File: src/rtl/sl_receiver_pkg.sv
// Shared types for the SL line receiver: FSM encoding and word-mask helper.
package sl_receiver_pkg;

  typedef enum logic [1:0] {
    ST_IDLE  = 2'd0,
    ST_PULSE = 2'd1,
    ST_GAP   = 2'd2,
    ST_ERR   = 2'd3
  } sl_state_e;

  localparam int BCNT_W = 6;

  // Mask keeping the low min(n,32) bits of a received word.
  function automatic logic [31:0] low_mask(input logic [BCNT_W-1:0] n);
    return (n >= BCNT_W'(32)) ? 32'hFFFF_FFFF : ((32'd1 << n) - 32'd1);
  endfunction

endpackage

File: src/rtl/sl_line_sync.sv
// Multi-stage synchronizer for the two SL lines; resets to idle-high.
module sl_line_sync #(
  parameter int STAGES = 2
) (
  input  logic       clk,
  input  logic       rst,
  input  logic [1:0] line_i,
  output logic [1:0] line_o
);

  logic [STAGES-1:0][1:0] sync_q;

  always_ff @(posedge clk or posedge rst) begin
    if (rst) sync_q <= '1;
    else     sync_q <= {sync_q[STAGES-2:0], line_i};
  end

  assign line_o = sync_q[STAGES-1];

endmodule

File: src/rtl/sl_receiver.sv
// SL two-wire receiver: pulse decode, idle-gap word framing, length/odd-parity check,
// sticky status flags.
module sl_receiver
  import sl_receiver_pkg::*;
#(
  parameter int SYNC_STAGES = 2,
  parameter int MIN_PULSE   = 4,
  parameter int GAP_TIMEOUT = 64,
  parameter int CNT_W       = 8
) (
  input  logic        clk,
  input  logic        rst,
  input  logic        sl0_in,
  input  logic        sl1_in,
  input  logic [5:0]  cfg_bit_qty,
  input  logic        cfg_parity_en,
  input  logic        clr_flags,
  output logic [31:0] rx_data,
  output logic        rx_valid,
  output logic        wrp,
  output logic        wrf,
  output logic        wlc,
  output logic        pef,
  output logic        lef,
  output logic        ovr
);

  logic [1:0] lines;
  logic       s0, s1, one_low, both_low, rel, pulse_ok;

  sl_line_sync #(.STAGES(SYNC_STAGES)) u_sync (
    .clk    (clk),
    .rst    (rst),
    .line_i ({sl1_in, sl0_in}),
    .line_o (lines)
  );

  sl_state_e          state_q, state_d;
  logic               line_q, line_d;    // 1 = pulse on SL1
  logic [CNT_W-1:0]   pcnt_q, pcnt_d, gcnt_q, gcnt_d;
  logic [BCNT_W-1:0]  bcnt_q, bcnt_d, qty_q, qty_d;
  logic [31:0]        shreg_q, shreg_d, rx_data_q, rx_data_d;
  logic               par_q, par_d, pce_q, pce_d;
  logic               rx_valid_q, rx_valid_d, wlc_q, wlc_d;
  logic               wrf_q, wrf_d, pef_q, pef_d, lef_q, lef_d, ovr_q, ovr_d;

  assign s0       = lines[0];
  assign s1       = lines[1];
  assign one_low  = s0 ^ s1;
  assign both_low = ~s0 & ~s1;
  assign rel      = line_q ? s1 : s0;
  assign pulse_ok = pcnt_q >= CNT_W'(MIN_PULSE);

  always_comb begin
    state_d    = state_q;
    line_d     = line_q;
    pcnt_d     = pcnt_q;
    gcnt_d     = gcnt_q;
    bcnt_d     = bcnt_q;
    qty_d      = qty_q;
    pce_d      = pce_q;
    shreg_d    = shreg_q;
    par_d      = par_q;
    rx_data_d  = rx_data_q;
    rx_valid_d = 1'b0;
    wlc_d      = wlc_q;
    wrf_d      = clr_flags ? 1'b0 : wrf_q;
    pef_d      = clr_flags ? 1'b0 : pef_q;
    lef_d      = clr_flags ? 1'b0 : lef_q;
    ovr_d      = clr_flags ? 1'b0 : ovr_q;

    if (both_low && state_q != ST_ERR) begin
      state_d = ST_ERR;
      lef_d   = 1'b1;
      shreg_d = '0;
      par_d   = 1'b0;
      bcnt_d  = '0;
    end else begin
      unique case (state_q)
        ST_IDLE: if (one_low) begin
          state_d = ST_PULSE;
          line_d  = ~s1;
          pcnt_d  = CNT_W'(1);
        end
        ST_PULSE: begin
          if (!rel) begin
            if (pcnt_q != '1) pcnt_d = pcnt_q + 1'b1;
          end else if (pulse_ok) begin
            shreg_d = {shreg_q[30:0], line_q};
            par_d   = par_q ^ line_q;
            if (bcnt_q != '1) bcnt_d = bcnt_q + 1'b1;
            // Config is frozen at the first valid bit of each word.
            if (bcnt_q == '0) begin
              qty_d = cfg_bit_qty;
              pce_d = cfg_parity_en;
            end
            gcnt_d  = '0;
            state_d = ST_GAP;
          end else begin
            state_d = (bcnt_q != '0) ? ST_GAP : ST_IDLE;
          end
        end
        ST_GAP: begin
          if (one_low) begin
            state_d = ST_PULSE;
            line_d  = ~s1;
            pcnt_d  = CNT_W'(1);
          end else if (gcnt_q == CNT_W'(GAP_TIMEOUT)) begin
            rx_data_d  = shreg_q & low_mask(bcnt_q);
            rx_valid_d = 1'b1;
            wlc_d      = (bcnt_q == qty_q) && (qty_q <= BCNT_W'(32));
            pef_d      = pef_d | (pce_q & ~par_q);
            ovr_d      = ovr_d | wrf_q;
            wrf_d      = 1'b1;
            shreg_d    = '0;
            par_d      = 1'b0;
            bcnt_d     = '0;
            state_d    = ST_IDLE;
          end else if (gcnt_q != '1) begin
            gcnt_d = gcnt_q + 1'b1;
          end
        end
        ST_ERR: if (s0 && s1) state_d = ST_IDLE;
        default: state_d = ST_IDLE;
      endcase
    end
  end

  always_ff @(posedge clk or posedge rst) begin
    if (rst) begin
      state_q    <= ST_IDLE;
      line_q     <= 1'b0;
      pcnt_q     <= '0;
      gcnt_q     <= '0;
      bcnt_q     <= '0;
      qty_q      <= '0;
      pce_q      <= 1'b0;
      shreg_q    <= '0;
      par_q      <= 1'b0;
      rx_data_q  <= '0;
      rx_valid_q <= 1'b0;
      wlc_q      <= 1'b0;
      wrf_q      <= 1'b0;
      pef_q      <= 1'b0;
      lef_q      <= 1'b0;
      ovr_q      <= 1'b0;
    end else begin
      state_q    <= state_d;
      line_q     <= line_d;
      pcnt_q     <= pcnt_d;
      gcnt_q     <= gcnt_d;
      bcnt_q     <= bcnt_d;
      qty_q      <= qty_d;
      pce_q      <= pce_d;
      shreg_q    <= shreg_d;
      par_q      <= par_d;
      rx_data_q  <= rx_data_d;
      rx_valid_q <= rx_valid_d;
      wlc_q      <= wlc_d;
      wrf_q      <= wrf_d;
      pef_q      <= pef_d;
      lef_q      <= lef_d;
      ovr_q      <= ovr_d;
    end
  end

  assign wrp = (state_q == ST_GAP) || (state_q == ST_ERR) ||
               ((state_q == ST_PULSE) && ((bcnt_q != '0) || pulse_ok));

  assign rx_data  = rx_data_q;
  assign rx_valid = rx_valid_q;
  assign wlc      = wlc_q;
  assign wrf      = wrf_q;
  assign pef      = pef_q;
  assign lef      = lef_q;
  assign ovr      = ovr_q;

endmodule
File: config.mk
export PLATFORM = sky130hd
export DESIGN_NAME = sl_receiver
export DESIGN_NICKNAME = d
export VERILOG_FILES = /design/src/rtl/sl_receiver_pkg.sv /design/src/rtl/sl_line_sync.sv /design/src/rtl/sl_receiver.sv
export SDC_FILE = /design/constraint.sdc
export NUM_CORES = 1
export LEC_CHECK = 0
export CAP_MARGIN = 25
export CORE_AREA = 10 10 116 118
export DETAILED_ROUTE_END_ITERATION = 10
export DIE_AREA = 0 0 126 128
export PLACE_DENSITY = 0.84
export SETUP_SLACK_MARGIN = 0.02
export SKIP_CTS_REPAIR_TIMING = 1
export SLEW_MARGIN = 25
export SYNTH_ARGS = -nofsm -noshare
export SYNTH_HDL_FRONTEND = slang
export SYNTH_SLANG_ARGS = --single-unit
File: constraint.sdc
create_clock -name clk -period 7.3 [get_ports clk]
set_clock_uncertainty 0.2 [all_clocks]
set_input_delay 1.46 -clock clk [delete_from_list [all_inputs] [get_ports clk]]
set_output_delay 1.46 -clock clk [all_outputs]
set_load 0.01 [all_outputs]
==> key figures, run 1 <==
Global route
  • Pin count of the biggest net entering global routing: 69
  • Initial antenna violation count: 0
  • Tot GR Track Use: 0.196
  • Number of global-route vias before repair: 4956
  • GRT Residual Overflow: 0
  • First-pass GRT wire length: 26.0 mm

Floorplanning
  • CORE AREA: 0.0112 mm2
  • Site row count: 39
  • Num ports: 51
  • Initial Util: 0.535
  • Die Width: 126 um
  • Die extent in y: 128 um
  • Die area: 0.0161 mm2

Timing
  • F_max: 223 MHz
  • Worst-margin pin slew: 0.936 ns
  • Crit path time final: 4.49 ns
  • Final hold vios: 0
  • Final setup fails: 0
  • RSZ-0062 raised after global routing: no
  • Max-slew violations: 0
  • Final setup TNS: 0 ns
  • Slew HR: 0.376
  • Worst hold-check slack: 0.158 ns
  • Period utilization: 0.615

Pwr
  • Switching Power: 0.638 mW
  • Clock share of power: 0.282
  • Sequential share of power: 0.398
  • Lkg Pwr: 2.93 nW
  • Internal power: 1.16 mW
  • Sw Ratio: 0.356
  • Logic pwr share: 0.320
  • Max rail drop VDD: 0.202 mV
  • Pwr Density: 261 mW/mm2

Logic synthesis
  • Synth top area cells: dfrtp_1 43%, a22o_1 5.2%, nand2_1 3.4%, o21ai_0 3.3%, ha_1 2.7%
  • Top-count cell post-synth: dfrtp_1
  • Primary FF master, synth: dfrtp_1
  • FFs w/ async S/R, synth: 1.00
  • Ys Warns: 0
  • Net Count, Synth: 644
  • Avg Cell Area, Syn: 9.70 um2
  • Synth top area share: 0.429
  • Leading area contributor after synthesis: dfrtp_1
  • Synth unique cells: 72
  • Synth Instances: 619
  • Netlist Area Pre-Place: 0.00601 mm2
  • Register area share after synthesis: 0.447
  • Post-synth EDFFs: 0
  • Seq cells post-synth: 107
  • Synth cell count leaders: 103 x dfrtp_1, 55 x nand2_1, 40 x o21ai_0, 37 x nor2_1, 36 x a22o_1

Detailed routing
  • Detailed Route Iter0 Violations: 417
  • First-pass DRT Iterations: 7
  • Final wirelength: 16.0 mm
  • Vias per cell: 6.35
  • Antenna viol nets, final: 0
  • WL/cell: 20.1 um
  • # DRC: 0
  • Via count: 5052

Clock tree
  • Clock slew at reported path FFs: 0.06 ns
  • TritonCTS clock tree: built
  • Clock buffer depth: 2
  • CTS Buf Count: 9
  • Skew-Pair Late Insertion Delay: 0.36 ns
  • CTS root buf: clkbuf_16
  • Clock sinks: 107
  • H-tree level count: 3

Cells and area
  • Fin nets: 672
  • Fillers: 951
  • Area growth syn-to-layout: 14.4%
  • # diodes: 0
  • Fin cells: 795
  • Final instance area: 0.00687 mm2
  • Share of layout cells above drive strength 1: 0.0736
  • Final core occ: 0.612

Hold path
  • Worst hold path class: flip-flop to flip-flop
  • Worst hold path startpoint: u_sync.sync_q[1]

Placement
  • Placed instance area: 0.00654 mm2
  • Routability cong.: 0.981
  • Port buffer count: 50
  • Placed cell count: 778
  • Dpl hpwl: 11.5 mm

Setup path
  • R2R Path Start: bcnt_q[2]
  • CP required: 5.64 ns
  • Worst Setup SP: bcnt_q[5]
  • Crit path DAT: 2.83 ns
  • Critical Path End Type: primary output
  • CP Max Fanout: 28
  • Worst Path Class, Setup: flip-flop to primary output
  • CP startpoint kind: flip-flop

Run status
  • Status: completed

Flow run
  • Max Cap Violations: 0
area by class of cell:
| cell class | count | area, um2 | share of cell area |
|---|---|---|---|
| Sequential cell | 107 | 2680 | 0.391 |
| Timing Repair Buffer | 55 | 558 | 0.0812 |
| Clock inverter | 3 | 65.1 | 0.00947 |
| Inverter | 22 | 85.1 | 0.0124 |
| Clock buffer | 13 | 240 | 0.0350 |
| Multi-Input combinational cell | 452 | 3060 | 0.445 |
| Tap cell | 143 | 179 | 0.0260 |
critical path, cell delays in order, from the launching register on:
cell	delay, ns
dfrtp_1	0.72
or3_1	0.68
nor4_1	0.35
o21ai_0	0.19
clkdlybuf4s50_1	0.52
flip-flops by register name, indices dropped and copies added, names as in the netlist, 2 cells and up:
name and count:
u_sync.line_o 2, gcnt_q 8, shreg_q 32, qty_q 6, bcnt_q 6, state_q 2, rx_data 32, u_sync.sync_q 2
pcnt_q 8
metal layers:
| metal | vias up | GRT usage | wire, um | part of all wire |
|---|---|---|---|---|
| met2 | 195 | 0.328 | 7920 | 0.50 |
| met3 | 24 | 0.0567 | 1030 | 0.065 |
| met1 | 2478 | 0.237 | 6690 | 0.42 |
| li1 | 2355 | - | - | - |
| met4 | 0 | 0.0643 | 342 | 0.021 |
| met5 | - | 0 | 0 | 0 |
power by group through the flow:
| stage | clock (mW) | sequential (mW) | combinational, mW |
|---|---|---|---|
| global route | 0.543 | 0.722 | 0.631 |
| CTS | 0.518 | 0.712 | 0.568 |
| finish | 0.506 | 0.714 | 0.574 |
| global placement | 0 | 0.719 | 0.550 |
| floorplan | 0 | 0.694 | 0.440 |
| detailed placement | 0 | 0.723 | 0.563 |
placed cells by master, fill, tap and decap left out, types with 8 or more instances in the layout:
master,count
nand2b_1,12
o211ai_1,9
xnor2_1,18
a22o_1,36
inv_1,21
nor2_1,37
a31oi_1,10
a21oi_1,26
o31ai_1,11
ha_1,13
nor4_1,12
o21ai_0,40
nand2_1,55
clkbuf_16,9
nor3_1,13
clkdlybuf4s50_1,50
mux2i_1,14
dfrtp_1,103
nand3_1,18
mux2_2,8
final timing paths:
check                           slack [ns]  cells past startpoint               end
worst max register to register        3.63                      8       rx_data[21]
worst min register to register        0.16                      0  u_sync.line_o[1]
worst max-delay path                  2.81                      4               wrp
max in group asynchronous             4.42                      3          qty_q[4]
worst min-delay path                  0.16                      0  u_sync.line_o[1]
min in group asynchronous             1.28                      2       rx_data[11]
logic make-up after synthesis:
kind of cell	count (synthesis)	synth area share
fa+ha+maj	13	0.0271
mux	22	0.0383
compound gates	188	0.222
simple gates	206	0.184
flops	107	0.447
buf+inv	60	0.0481
xor+xnor	23	0.0335
through the flow:
stage	setup slack, ns	power [mW]
global route	2.64	1.90
finish	2.81	1.79
floorplan	2.83	1.13
global placement	3.23	1.27
CTS	2.84	1.80
detailed placement	3.25	1.29
(Power assumes the default switching activity.)
==> run 2: changes to the inputs <==
--- a/config.mk
+++ b/config.mk
@@ -6,10 +6,10 @@
 export NUM_CORES = 1
 export LEC_CHECK = 0
 export CAP_MARGIN = 25
-export CORE_AREA = 10 10 116 118
+export CORE_AREA = 10 10 118 120
 export DETAILED_ROUTE_END_ITERATION = 10
-export DIE_AREA = 0 0 126 128
-export PLACE_DENSITY = 0.84
+export DIE_AREA = 0 0 128 130
+export PLACE_DENSITY = 0.85
 export SETUP_SLACK_MARGIN = 0.02
 export SKIP_CTS_REPAIR_TIMING = 1
 export SLEW_MARGIN = 25
==> constraint.sdc (replaced) <==
create_clock -name clk -period 3.7 [get_ports clk]
set_clock_uncertainty 0.2 [all_clocks]
set_input_delay 0.74 -clock clk [delete_from_list [all_inputs] [get_ports clk]]
set_output_delay 0.74 -clock clk [all_outputs]
set_load 0.01 [all_outputs]
==> key figures, run 2 (synthesis results as in run 1) <==
Detailed routing
  • Via count: 5152
  • Vias per cell: 6.35
  • First-pass DRT Iterations: 5
  • Final wirelength: 16.6 mm
  • Antenna viol nets, final: 0
  • Detailed Route Iter0 Violations: 345
  • # DRC: 0
  • WL/cell: 20.5 um

Global route
  • Number of global-route vias before repair: 5218
  • Tot GR Track Use: 0.203
  • Initial antenna violation count: 0
  • Pin count of the biggest net entering global routing: 50
  • First-pass GRT wire length: 27.4 mm
  • GRT Residual Overflow: 0

Clock tree
  • Skew-Pair Late Insertion Delay: 0.35 ns
  • Clock sinks: 107
  • H-tree level count: 3
  • CTS Buf Count: 9
  • Clock buffer depth: 2
  • Clock slew at reported path FFs: 0.06 ns
  • CTS root buf: clkbuf_16
  • TritonCTS clock tree: built

Floorplanning
  • Initial Util: 0.513
  • Site row count: 40
  • Die area: 0.0166 mm2
  • CORE AREA: 0.0117 mm2
  • Die Width: 128 um
  • Num ports: 51
  • Die extent in y: 130 um

Setup path
  • Crit path DAT: 2.43 ns
  • CP required: 2.76 ns
  • Critical Path End Type: primary output
  • Critical path's top delay family: simple AND/OR/NAND/NOR gates
  • Cells on worst reg2reg path: 9
  • Buffers and inverters on the worst path: 1
  • Crit path depth: 4
  • Worst path cell trace: or4_1 -> nor4_1 -> o21ai_0 -> clkdlybuf4s50_1
  • Worst Path Class, Setup: flip-flop to primary output
  • CP Max Fanout: 6
  • CP max stage delay: 0.62 ns
  • CP startpoint kind: flip-flop
  • Crit-path slowest cell: or4_1

Timing
  • Worst-margin pin slew: 0.802 ns
  • Final hold vios: 0
  • RSZ-0062 raised after global routing: no
  • Final setup fails: 0
  • Period utilization: 0.910
  • F_max: 297 MHz
  • Final setup TNS: 0 ns
  • Slew HR: 0.462
  • Max-slew violations: 0
  • Crit path time final: 3.37 ns

Pwr
  • Design Power: 3.62 mW
  • Lkg Pwr: 3.00 nW
  • Max rail drop VDD: 0.478 mV
  • Pwr Density: 519 mW/mm2

Cells and area
  • Commonest non-fill, non-tap cell in the layout: dfrtp_1
  • Area growth syn-to-layout: 16.2%
  • Share of layout cells above drive strength 1: 0.0949
  • Most frequent cells in the layout: 103 x dfrtp_1, 55 x nand2_1, 50 x clkdlybuf4s50_1, 40 x o21ai_0, 37 x nor2_1
  • Fin nets: 685
  • Fillers: 988
  • # diodes: 0

Placement
  • Dpl hpwl: 11.9 mm
  • Routability cong.: 0.912
  • Port buffer count: 50

Flow run
  • Max Cap Violations: 0

Run status
  • Status: completed

Hold path
  • Worst hold stages: 0
  • Worst hold path class: flip-flop to flip-flop
-- run 2: cell count changes in the layout (fill, tap and decap cells not counted), sizes merged --
cell	delta
clkinvlp	+2
bufinv	+1
clkbuf	-3
buf	+13
inv	-1
-- run 2: final timing paths --
kind / startpoint / endpoint / slack [ns]
hold / removal: u_sync.sync_q[1] / u_sync.line_o[1] / 0.16
hold reg to reg: u_sync.sync_q[1] / u_sync.line_o[1] / 0.16
setup reg to reg: bcnt_q[1] / rx_data[30] / 0.54
max in group asynchronous: rst / rx_data[13] / 1.83
min in group asynchronous: rst / pcnt_q[1] / 0.67
setup / recovery: pcnt_q[3] / wrp / 0.33
-- run 2: metrics by stage --
step,utilization,setup WS [ns],area [um2],instances,hold WS (ns)
6_report,0.596,0.332,6980,811,0.156
5_1_grt,0.596,0.239,6980,811,0.163
4_1_cts,0.596,0.325,6980,811,0.157
3_5_place_dp,0.568,0.569,6650,796,0.148
3_3_place_gp,0.568,0.634,6650,796,0.147
2_1_floorplan,-,0.784,6010,619,0.145
-- run 2: layout make-up --
| type | count | area, um2 | area share |
|---|---|---|---|
| clock buffers | 10 | 229 | 0.0328 |
| clock inverters | 5 | 103 | 0.0147 |
| inverters | 22 | 86.3 | 0.0124 |
| multi-input cells | 452 | 3050 | 0.437 |
| flip-flops and latches | 107 | 2680 | 0.384 |
| well taps | 147 | 184 | 0.0263 |
| repair buffers | 68 | 648 | 0.0928 |
-- run 2: per-layer routing --
metal / wire, um / share of wire / up-vias / track usage
met5: 0 / 0 / - / 0
met4: 403 / 0.024 / 0 / 0.0788
met3: 1170 / 0.070 / 29 / 0.0495
met2: 8290 / 0.50 / 213 / 0.340
met1: 6780 / 0.41 / 2529 / 0.249
li1: - / - / 2381 / -
-- run 2: report_power, final --
part | total [mW] | internal [mW] | switching, mW | leakage, nW
clock network | 1.07 | 0.656 | 0.414 | 0.159
registers | 1.41 | 1.27 | 0.139 | 1.45
logic | 1.15 | 0.437 | 0.711 | 1.39
-- run 2: worst register-to-register path, stage by stage, from the launching register on --
cell and delay (ns):
dfrtp_1 0.48, inv_1 0.10, ha_1 0.45, nor2b_1 0.27, nand2_1 0.08, ha_1 0.23
o21a_1 0.32, o2111ai_1 0.24, or4_1 0.54, a31oi_1 0.17
==> run 3: changes to the inputs <==
--- a/config.mk
+++ b/config.mk
@@ -6,10 +6,10 @@
 export NUM_CORES = 1
 export LEC_CHECK = 0
 export CAP_MARGIN = 25
-export CORE_AREA = 10 10 118 120
+export CORE_AREA = 10 10 116 118
 export DETAILED_ROUTE_END_ITERATION = 10
-export DIE_AREA = 0 0 128 130
-export PLACE_DENSITY = 0.85
+export DIE_AREA = 0 0 126 128
+export PLACE_DENSITY = 0.84
 export SETUP_SLACK_MARGIN = 0.02
 export SKIP_CTS_REPAIR_TIMING = 1
 export SLEW_MARGIN = 25
==> constraint.sdc (replaced) <==
create_clock -name clk -period 3.2 [get_ports clk]
set_clock_uncertainty 0.2 [all_clocks]
set_input_delay 0.64 -clock clk [delete_from_list [all_inputs] [get_ports clk]]
set_output_delay 0.64 -clock clk [all_outputs]
set_load 0.01 [all_outputs]
==> key figures, run 3 (synthesis results as in run 1) <==
Pwr
  • Switching Power: 1.51 mW
  • Max rail drop VDD: 0.658 mV
  • Clock share of power: 0.285
  • Pwr Density: 603 mW/mm2
  • Sw Ratio: 0.353
  • Sequential share of power: 0.382
  • Internal power: 2.76 mW
  • Lkg Pwr: 3.07 nW
  • Logic pwr share: 0.334

Setup path
  • Crit-path slowest cell: dfrtp_1
  • Critical Path End Type: flip-flop
  • Cells on worst reg2reg path: 7
  • FF-to-FF setup slack: 0.29 ns
  • Critical path's top delay family: simple AND/OR/NAND/NOR gates
  • CP startpoint kind: flip-flop
  • Worst Path Class, Setup: flip-flop to flip-flop
  • Worst path cell trace: ha_1 -> ha_1 -> or2_2 -> o31ai_1 -> and3_1 -> a31oi_1 -> a22o_1
  • Crit path DAT: 2.96 ns
  • CP required: 3.25 ns
  • Most frequent CP cell: ha_1
  • R2R Path Start: bcnt_q[0]
  • Buffers and inverters on the worst path: 0
  • CP max stage delay: 0.47 ns
  • CP Max Fanout: 9
  • Worst r2r dst: rx_data[18]

Timing
  • Crit path time final: 2.91 ns
  • Slew HR: 0.454
  • F_max: 344 MHz
  • Final hold vios: 0
  • Worst-margin pin slew: 0.818 ns
  • RSZ-0062 raised after global routing: no
  • Max-slew violations: 0
  • Period utilization: 0.910
  • Final WS setup: 0.289 ns
  • Final setup fails: 0

Cells and area
  • Fillers: 933
  • Share of layout cells above drive strength 1: 0.114
  • Area growth syn-to-layout: 17.8%
  • Most frequent cells in the layout: 103 x dfrtp_1, 55 x nand2_1, 49 x clkdlybuf4s50_1, 40 x o21ai_0, 37 x nor2_1
  • Commonest non-fill, non-tap cell in the layout: dfrtp_1
  • Fin cells: 816
  • Fin nets: 693
  • # diodes: 0

Global route
  • First-pass GRT wire length: 27.6 mm
  • Number of global-route vias before repair: 5221
  • Initial antenna violation count: 0
  • GRT met3 Usage: 0.0538
  • Pin count of the biggest net entering global routing: 108
  • Routing usage on met1: 0.252
  • Routing usage on met2: 0.351
  • Gr busiest metal: met2
  • GRT Residual Overflow: 0
  • Tot GR Track Use: 0.207

Detailed routing
  • Vias per cell: 6.51
  • Detailed Route Iter0 Violations: 475
  • # DRC: 0
  • Antenna viol nets, final: 0
  • Final wirelength: 16.6 mm
  • Via count: 5309
  • First-pass DRT Iterations: 5
  • WL/cell: 20.3 um

Run status
  • Status: completed

Floorplanning
  • Num ports: 51
  • Site row count: 39
  • CORE AREA: 0.0112 mm2
  • Die extent in y: 128 um
  • Initial Util: 0.535
  • Die area: 0.0161 mm2
  • Die Width: 126 um

Placement
  • Port buffer count: 50
  • Dpl hpwl: 11.7 mm
  • Routability cong.: 0.984
  • Pre-CTS setup slack: 0.253 ns
  • Placed cell count: 800

Hold path
  • Worst hold path startpoint: u_sync.sync_q[1]
  • Worst hold path class: flip-flop to flip-flop
  • Worst hold stages: 0
  • Worst Hold End: u_sync.line_o[1]

Clock tree
  • Clock buffer depth: 2
  • Skew-Pair Late Insertion Delay: 0.36 ns
  • Clock sinks: 107
  • CTS Buf Count: 9
  • TritonCTS clock tree: built
  • H-tree level count: 3
  • Clock slew at reported path FFs: 0.07 ns
  • CTS root buf: clkbuf_16

Flow run
  • Max Cap Violations: 0
[run 3: how the worst max path moves through the flow]
stage | to | slack [ns] | depth (start not counted) | start
final | rx_data[18] | 0.29 | 7 | bcnt_q[0]
after global routing | rx_data[29] | 0.10 | 9 | bcnt_q[1]
after CTS | wrp | -0.15 | 4 | pcnt_q[3]
after detailed placement | wrp | 0.25 | 4 | pcnt_q[3]
after global placement | wrp | 0.34 | 4 | pcnt_q[3]
after floorplan | rx_data[21] | 0.28 | 9 | bcnt_q[2]
[run 3: metrics by stage]
step | hold slack (ns) | total power, mW | util | TNS, ns | area, um2
6_report | 0.160 | 4.26 | 0.630 | 0 | 7080
2_1_floorplan | 0.145 | 2.59 | - | 0 | 6010
5_1_grt | 0.164 | 4.48 | 0.630 | 0 | 7080
3_3_place_gp | 0.147 | 2.97 | 0.599 | 0 | 6720
3_5_place_dp | 0.151 | 3.01 | 0.599 | 0 | 6720
4_1_cts | 0.162 | 4.23 | 0.628 | -0.151 | 7050
[run 3: cell type report]
cell class,count,area [um2],share of cell area
multi-input combinational,452,3080,0.435
clock buffer,11,253,0.0357
inverter,22,86.3,0.0122
clock inverter,5,75.1,0.0106
timing repair buffer,76,723,0.102
sequential,107,2680,0.379
tap,143,179,0.0253
[run 3: worst register-to-register path, delay by kind of cell (launching register included)]
kind | cells | cell delay (ns)
AO/OA/AOI/OAI | 3 | 0.77
adder cells (fa/ha/maj) | 2 | 0.59
flip-flops | 1 | 0.47
AND/OR/NAND/NOR | 2 | 0.78
[run 3: layer usage]
metal	routed length (um)	vias to the layer above
met1	6750	2637
met3	1190	34
met4	359	0
met2	8270	244
li1	-	2394
met5	0	-
[run 3: power groups by stage]
stage	Clock, mW	Sequential, mW	Combinational (mW)
2_1_floorplan	0	1.58	1.00
3_3_place_gp	0	1.64	1.33
3_5_place_dp	0	1.65	1.36
4_1_cts	1.23	1.62	1.37
5_1_grt	1.28	1.65	1.55
6_report	1.22	1.63	1.42
